### src/rtl/mul_arbiter.sv
// Round-robin arbiter/sequencer sharing one multi-cycle multiplier among N_REQ requesters.
// Define MUL_ARB_TIMEOUT_EN to enable the WAIT-state watchdog (err flag, forced zero result).
module mul_arbiter #(
  parameter int N_REQ   = 4,
  parameter int WIDTH   = 23,
  parameter int IDX_W   = $clog2(N_REQ),
  parameter int TIMEOUT = 64
) (
  input  logic                     clk,
  input  logic                     rst,
  input  logic [N_REQ-1:0]         req,
  input  logic [N_REQ*WIDTH-1:0]   op1_bus,
  input  logic [N_REQ*WIDTH-1:0]   op2_bus,
  output logic [N_REQ-1:0]         gnt,
  output logic [N_REQ-1:0]         done,
  output logic [2*WIDTH-1:0]       res,
  output logic                     overflow,
  output logic                     err,
  output logic                     busy,
  output logic                     mul_en,
  output logic [WIDTH-1:0]         mul_op1,
  output logic [WIDTH-1:0]         mul_op2,
  input  logic [2*WIDTH-1:0]       mul_res,
  input  logic                     mul_val,
  input  logic                     mul_overflow
);

  localparam logic [1:0] S_IDLE  = 2'd0;
  localparam logic [1:0] S_ISSUE = 2'd1;
  localparam logic [1:0] S_WAIT  = 2'd2;
  localparam logic [1:0] S_RESP  = 2'd3;

  if (N_REQ < 2 || N_REQ > 8 || TIMEOUT < 1) begin : g_paramCheck
    $error("mul_arbiter: N_REQ must be 2..8 and TIMEOUT at least 1");
  end

  logic [1:0]          r_state;
  logic [N_REQ-1:0]    r_gnt;
  logic [N_REQ-1:0]    r_done;
  logic [2*WIDTH-1:0]  r_res;
  logic                r_ovf;
  logic                r_busy;
  logic                r_mulEn;
  logic [WIDTH-1:0]    r_op1;
  logic [WIDTH-1:0]    r_op2;
  logic [IDX_W-1:0]    r_last;
  logic [IDX_W-1:0]    r_owner;

  logic                w_found;
  logic [IDX_W-1:0]    w_pick;
  logic [IDX_W-1:0]    w_cand;
  logic [N_REQ-1:0]    w_pickHot;
  logic [N_REQ-1:0]    w_ownerHot;
  logic [WIDTH-1:0]    w_op1;
  logic [WIDTH-1:0]    w_op2;

`ifdef MUL_ARB_TIMEOUT_EN
  localparam int WD_W = $clog2(TIMEOUT + 1);
  logic [WD_W-1:0]     r_wdog;
  logic                r_err;
  assign err = r_err;
`else
  assign err = 1'b0;
`endif

  // Search upward from the slot after the last served requester, wrapping around.
  always_comb begin
    w_found = 1'b0;
    w_pick  = '0;
    w_cand  = '0;
    for (int k = 1; k <= N_REQ; k++) begin
      w_cand = IDX_W'((int'(r_last) + k) % N_REQ);
      if (!w_found && req[w_cand]) begin
        w_found = 1'b1;
        w_pick  = w_cand;
      end
    end
  end

  always_comb begin
    w_op1      = '0;
    w_op2      = '0;
    w_pickHot  = '0;
    w_ownerHot = '0;
    for (int i = 0; i < N_REQ; i++) begin
      if (w_pick == IDX_W'(i)) begin
        w_op1        = op1_bus[i*WIDTH +: WIDTH];
        w_op2        = op2_bus[i*WIDTH +: WIDTH];
        w_pickHot[i] = w_found;
      end
      if (r_owner == IDX_W'(i)) begin
        w_ownerHot[i] = 1'b1;
      end
    end
  end

  always_ff @(posedge clk or posedge rst) begin
    if (rst) begin
      r_state <= S_IDLE;
      r_gnt   <= '0;
      r_done  <= '0;
      r_res   <= '0;
      r_ovf   <= 1'b0;
      r_busy  <= 1'b0;
      r_mulEn <= 1'b0;
      r_op1   <= '0;
      r_op2   <= '0;
      r_last  <= IDX_W'(N_REQ - 1);
      r_owner <= '0;
`ifdef MUL_ARB_TIMEOUT_EN
      r_wdog  <= '0;
      r_err   <= 1'b0;
`endif
    end else begin
      r_gnt   <= '0;
      r_done  <= '0;
      r_mulEn <= 1'b0;
      case (r_state)
        S_IDLE: begin
          if (w_found) begin
            r_op1   <= w_op1;
            r_op2   <= w_op2;
            r_owner <= w_pick;
            r_gnt   <= w_pickHot;
            r_busy  <= 1'b1;
            r_state <= S_ISSUE;
          end
        end
        S_ISSUE: begin
          r_mulEn <= 1'b1;
          r_state <= S_WAIT;
`ifdef MUL_ARB_TIMEOUT_EN
          r_wdog  <= '0;
`endif
        end
        S_WAIT: begin
          if (mul_val) begin
            r_res   <= mul_res;
            r_ovf   <= mul_overflow;
            r_state <= S_RESP;
`ifdef MUL_ARB_TIMEOUT_EN
            r_err   <= 1'b0;
          end else if (r_wdog == WD_W'(TIMEOUT - 1)) begin
            // Give up on the multiplier; any later val lands outside WAIT.
            r_res   <= '0;
            r_ovf   <= 1'b0;
            r_err   <= 1'b1;
            r_state <= S_RESP;
          end else begin
            r_wdog  <= r_wdog + 1'b1;
`endif
          end
        end
        S_RESP: begin
          r_done  <= w_ownerHot;
          r_last  <= r_owner;
          r_busy  <= 1'b0;
          r_state <= S_IDLE;
        end
        default: begin
          r_state <= S_IDLE;
        end
      endcase
    end
  end

  assign gnt      = r_gnt;
  assign done     = r_done;
  assign res      = r_res;
  assign overflow = r_ovf;
  assign busy     = r_busy;
  assign mul_en   = r_mulEn;
  assign mul_op1  = r_op1;
  assign mul_op2  = r_op2;

endmodule
### config.mk
export PLATFORM = sky130hd
export DESIGN_NAME = mul_arbiter
export DESIGN_NICKNAME = d
export VERILOG_FILES = /design/src/rtl/mul_arbiter.sv
export SDC_FILE = /design/constraint.sdc
export NUM_CORES = 1
export LEC_CHECK = 0
export BUFFER_PORTS_ARGS = -buffer_cell sky130_fd_sc_hd__buf_2
export CAP_MARGIN = 20
export CORE_ASPECT_RATIO = 0.7
export CORE_MARGIN = 5
export CORE_UTILIZATION = 39
export CTS_BUF_LIST = sky130_fd_sc_hd__clkbuf_16
export CTS_CLUSTER_SIZE = 24
export DETAILED_ROUTE_END_ITERATION = 10
export PLACE_DENSITY = 0.88
export SLEW_MARGIN = 20
export SYNTH_ARGS = -nofsm -noshare
export SYNTH_HDL_FRONTEND = slang
export SYNTH_SLANG_ARGS = --single-unit
export TNS_END_PERCENT = 100
### constraint.sdc
create_clock -name clk -period 3.9 [get_ports clk]
set_clock_uncertainty 0.05 [all_clocks]
set_input_delay 0.78 -clock clk [delete_from_list [all_inputs] [get_ports clk]]
set_output_delay 0.78 -clock clk [all_outputs]
set_load 0.02 [all_outputs]
---- Word level (Yosys, flattened, before mapping) ----
Index checks and enable logic that the tools add are counted.
operators by class
  reductions and logical operators ........ 14
  $add $sub $neg .......................... 4
  equal/unequal tests ..................... 11
  $lt $le $gt $ge ......................... 4
  mux-type cells .......................... 41
operators by type and width
  cell                                                         number
  2-to-1 mux 23 bit                                            8
  2-to-1 mux 1 bit                                             18
  == test 2 bit (second input constant)                        6
  less-than comparator 2 x 3 -> 1 bit (second input constant)  4
  2-to-1 mux 2 bit                                             6
  2-to-1 mux 4 bit                                             3
  binary-select mux 1 bit (select 2 bit)                       4
  one-hot mux 2 bit (4 select lines)                           1
  AND reduction 2 bit                                          4
  == test 2 x 1 -> 1 bit (second input constant)               3
  zero test 2 bit                                              3
  adder 2 x 1 -> 2 bit (second input constant)                 2
  adder 2 bit (second input constant)                          2
  inequality test 2 bit (second input constant)                2
  logical AND 1 bit                                            3
  zero test 1 bit                                              3
  one-hot mux 1 bit (2 select lines)                           1
  nonzero test 2 bit                                           1
word-level totals
  bits in registers ....................... 109
  logic and storage cells ................. 85

---- Depth between registers and ports, before layout ----
  depth after elaboration ................. 18
  mapped depth ............................ 8

---- Worst setup path before layout ----
OpenSTA, ideal clock, no wires.
  path type ............................... input to register
  from .................................... input req[3]
  to ...................................... register r_op2[1] (netlist: mul_op2[1])
  library setup time ...................... 0.128 ns
  cell stages on the path ................. 7
  data required time ...................... 3.722 ns
  buffers on the path ..................... 3
  setup slack ............................. 1.763 ns
  arrival time ............................ 1.959 ns
  path through ............................ buf_2 > nor4_2 > nor2b_1 > buf_2 > clkbuf_1 > o21ai_0 > o22ai_1
on the way
  cells in the longest elaborated chain, start to end .. 17
  elaborated cells between the ends (all ways) .. 31
  those cells by class .................... eq/ne: 3; mux: 20; reduce/logical: 8
RTL lines
  what                                    RTL line  text
  start: declaration                      11        input logic [N_REQ-1:0] req,
  binary-select mux 1 bit (select 2 bit)  73        if (!w_found && req[w_cand]) begin
  2-to-1 mux 1 bit (implied by the code)  73
  2-to-1 mux 1 bit                        73
  zero test 1 bit                         73
  logical AND 1 bit                       73
  2-to-1 mux 1 bit                        73
  zero test 1 bit                         73
  logical AND 1 bit                       73
  2-to-1 mux 1 bit                        73
  zero test 1 bit                         73
  logical AND 1 bit                       73
  2-to-1 mux 2 bit                        73
  zero test 2 bit                         86        if (w_pick == IDX_W'(i)) begin
  2-to-1 mux 23 bit (4 in series)         86
  end signal: assignment                  122       r_op2 <= w_op2;
  end: declaration                        45        logic [WIDTH-1:0] r_op2;
Parallel ways exist; a longest one is shown, timed or not. The select of a mux whose other input is x is not followed.
A chain may end at the register's enable or synchronous reset.

---- Final worst setup path ----
  from .................................... input req[3]
  to ...................................... register r_op1[13] (netlist: mul_op1[13])
on the way
  cells in the longest elaborated chain, start to end .. 17
  elaborated cells between the ends (all ways) .. 31
  those cells by class .................... eq/ne: 3; mux: 20; reduce/logical: 8
RTL lines
  what                                    RTL line  text
  binary-select mux 1 bit (select 2 bit)  73
  2-to-1 mux 1 bit (implied by the code)  73
  2-to-1 mux 1 bit                        73
  zero test 1 bit                         73
  logical AND 1 bit                       73
  2-to-1 mux 1 bit                        73
  zero test 1 bit                         73
  logical AND 1 bit                       73
  2-to-1 mux 1 bit                        73
  zero test 1 bit                         73
  logical AND 1 bit                       73
  2-to-1 mux 2 bit                        73
  zero test 2 bit                         86
  2-to-1 mux 23 bit (4 in series)         86
  end signal: assignment                  121       r_op1 <= w_op1;
  end: declaration                        44        logic [WIDTH-1:0] r_op1;
Parallel ways exist; a longest one is shown, timed or not. The select of a mux whose other input is x is not followed.

==> results.toml <==
[sta]
worstMarginPinSlew_ns = 1.06
period_needed_ns = 2.41
setup_ws_ns = 1.49
rsz0062_at_grt = "no"
finalSetupViolations = 0
min_period_over_period_pct = 61.7
slew_headroom_pct = 29.5
report.final.slew_viol_count = 0
fmax_mhz = 415
setup_tns_ns = 0
hold_viol_final = 0

[clock_tree]
cts-resized-gates = 0
cts_tree = "built"
post_cts_buffers = 0
htree_levels = 3
cts.hold.buffers_added = 0
clk_pin_slew_worst_paths_ns = 0.08
cts_buffers = 9
clock_path_buffers = 2
root_buffer = "clkbuf_16"
insertion_delay_ns = 0.35
cts.sinks = 109

[setup_path]
cp_max_fo = 34
reg2reg_from = "r_state[1]"
end_kind = "flip-flop"
crit_arrival_ns = 2.62
worst_setup_path_start_kind = "primary input"
critPathRequiredTime_ns = 4.11
r2r_cells = 6
r2r-end = "mul_op1[13]"
ff2ff_setup_slack_ns = 1.53
worstSetupPathType = "in -> reg"
crit_start = "req[3]"

[global_route]
antenna_found_initial = 1
grt_max_degree = 65
grt_overflow = 0
grt_pass1_wl_um = 27500
grtUsageTotal_pct = 21.5
grt_pass1_vias = 5241

[final_layout]
nets = 1061
area_delta_synth_final_pct = 39.9
fin_area_um2 = 7640
seq_area_um2 = 2730
drive_gt1_share_pct = 51.3
multi_input_area_um2 = 2540
final.fill_count = 1221
utilization_pct = 55.2

[drt]
drcViolationCount = 0
vias_per_cell = 5.29
vias = 5371
dr.pass1.iters = 4
routed_wl_um = 19000
wl_per_cell_um = 18.7
drtIter0Drc = 289
drtAntennaViolNets = 0

[placement]
dp_hpwl_um = 14600
place_area_um2 = 7320
io_buffer_count = 340
globalplace.congestion = 0.819
dpl_worst_slack_ns = 1.09

[min_path]
min-delay-start = "overflow"
min_path_cells = 1
min_to = "overflow"
min-delay-path-class = "reg -> reg"

[status]
status = "finished clean"

[logic_synthesis]
synth_area_leaders = "dfrtp_1 49%, mux2_2 9.9%, mux2i_1 8.4%"
syn-cell-area_um2 = 5460
ys_warn_count = 0
synth_top_area_share_pct = 49.0
synth_top_area_cell = "dfrtp_1"
avgSynthCellArea_um2 = 10.9
syn-instance-count = 501
synth_seq_cells = 109
ys_types = 36
syn-num-nets = 743
synth_seq_area_share_pct = 50.0

[die]
coreArea_um2 = 13800
rows = 36
die_y_um = 109
io_pins = 342
die_area_um2 = 16500
start_util_pct = 39.5
die_width_um = 151

[power_and_ir_drop]
vdd_ir_drop_max_uv = 358
power.density_nw_per_um2 = 823
cellLeakagePower_nw = 3.78

[job]
cap_violations = 0
## kinds of logic after synthesis
logic type	share of synthesized area, %
other	0.0687
and+or+nand+nor	5.70
AOI/OAI and AO/OA	20.8
adders and majority gates	0.916
DFF	50.0
buffers and inverters	4.03
muxes	18.5
## layer usage
metal	vias to the layer above	global-route usage [%]	share of wire, %
met2	259	37.7	51
met4	0	5.24	1.4
met1	2561	25.9	39
met3	20	6.52	9.4
li1	2531	-	-
met5	-	0	0
## placed cells by master, fill, tap and decap left out, types with 2 or more instances in the layout
master and count:
mux2_2 48, nand3_1 2, clkinv_4 2, a21oi_1 30, dfstp_2 2, o22ai_1 39, dfrtp_1 107, buf_2 340
mux2i_1 46, clkinv_8 2, buf_12 2, nand2b_1 2, inv_1 3, nor2_1 43, ha_1 4, a2bb2oi_1 10
nor2b_1 4, o22a_1 2, buf_4 7, and3_1 3, o21ai_1 2, nand2_1 9, clkbuf_16 9, inv_8 2
a221oi_1 37, o21ai_0 49
## report_power, final
group          internal [W]  switching [W]  total [W]
clock network      0.000465       0.000483   0.000949
registers           0.00168       0.000354    0.00204
logic               0.00132        0.00198    0.00330
## synthesized netlist by cell type
library cell,n
o211ai_1,1
a21oi_1,30
nor2b_1,5
o22ai_1,39
o22a_1,2
mux2_1,1
a221oi_1,37
inv_1,4
ha_1,4
a211oi_2,1
a2bb2oi_1,10
nand3_1,2
dfstp_2,2
nor4_2,1
o22ai_2,1
o21ai_1,2
clkbuf_1,21
buf_6,2
and3b_1,1
dfrtp_1,107
o21ai_0,49
and3_1,3
nand2_1,10
mux2i_1,46
inv_2,1
o21bai_1,1
nor3b_1,1
buf_2,17
a21boi_1,1
nand2b_1,3
nor2_1,43
conb_1,1
buf_4,2
o21a_1,1
mux2_2,48
nor3_1,1
## worst max-delay path, stage by stage
cell      delay [ns]
buf_2           0.15
nor4_2          0.48
nand2b_2        0.60
buf_12          0.27
a221oi_1        0.07
o22ai_1         0.24
## how the worst max path moves through the flow
stage	slack, ns	depth (start not counted)	to
2_1_floorplan	0.20	1	busy
5_1_grt	1.30	6	mul_op2[19]
4_1_cts	1.47	6	mul_op1[13]
3_5_place_dp	1.09	6	mul_op1[13]
6_report	1.49	6	mul_op1[13]
3_3_place_gp	1.18	6	mul_op1[12]
## layout make-up
cell class / count / area share [%]
Clock inverter: 7 / 1.16
Clock buffer: 9 / 2.95
Inverter: 5 / 0.278
Sequential cell: 109 / 35.7
Multi-Input combinational cell: 345 / 33.2
Antenna cell: 1 / 0.0328
Tap cell: 190 / 3.11
Timing Repair Buffer: 349 / 23.5
## through the flow
stage          hold WS [ns]  power (W)  cells
2_1_floorplan         0.408    0.00426    501
3_3_place_gp          0.430    0.00526    998
3_5_place_dp          0.437    0.00538    998
4_1_cts               0.456    0.00634   1014
5_1_grt               0.470    0.00670   1015
6_report              0.452    0.00629   1015
## state kept, by name (all words and copies together) (netlist names), 2 cells and up
| name | flops |
|---|---|
| res | 46 |
| mul_op1 | 23 |
| mul_op2 | 23 |
| done | 4 |
| gnt | 4 |
| r_last | 2 |
| r_owner | 2 |
| r_state | 2 |
(Power assumes the default switching activity.)
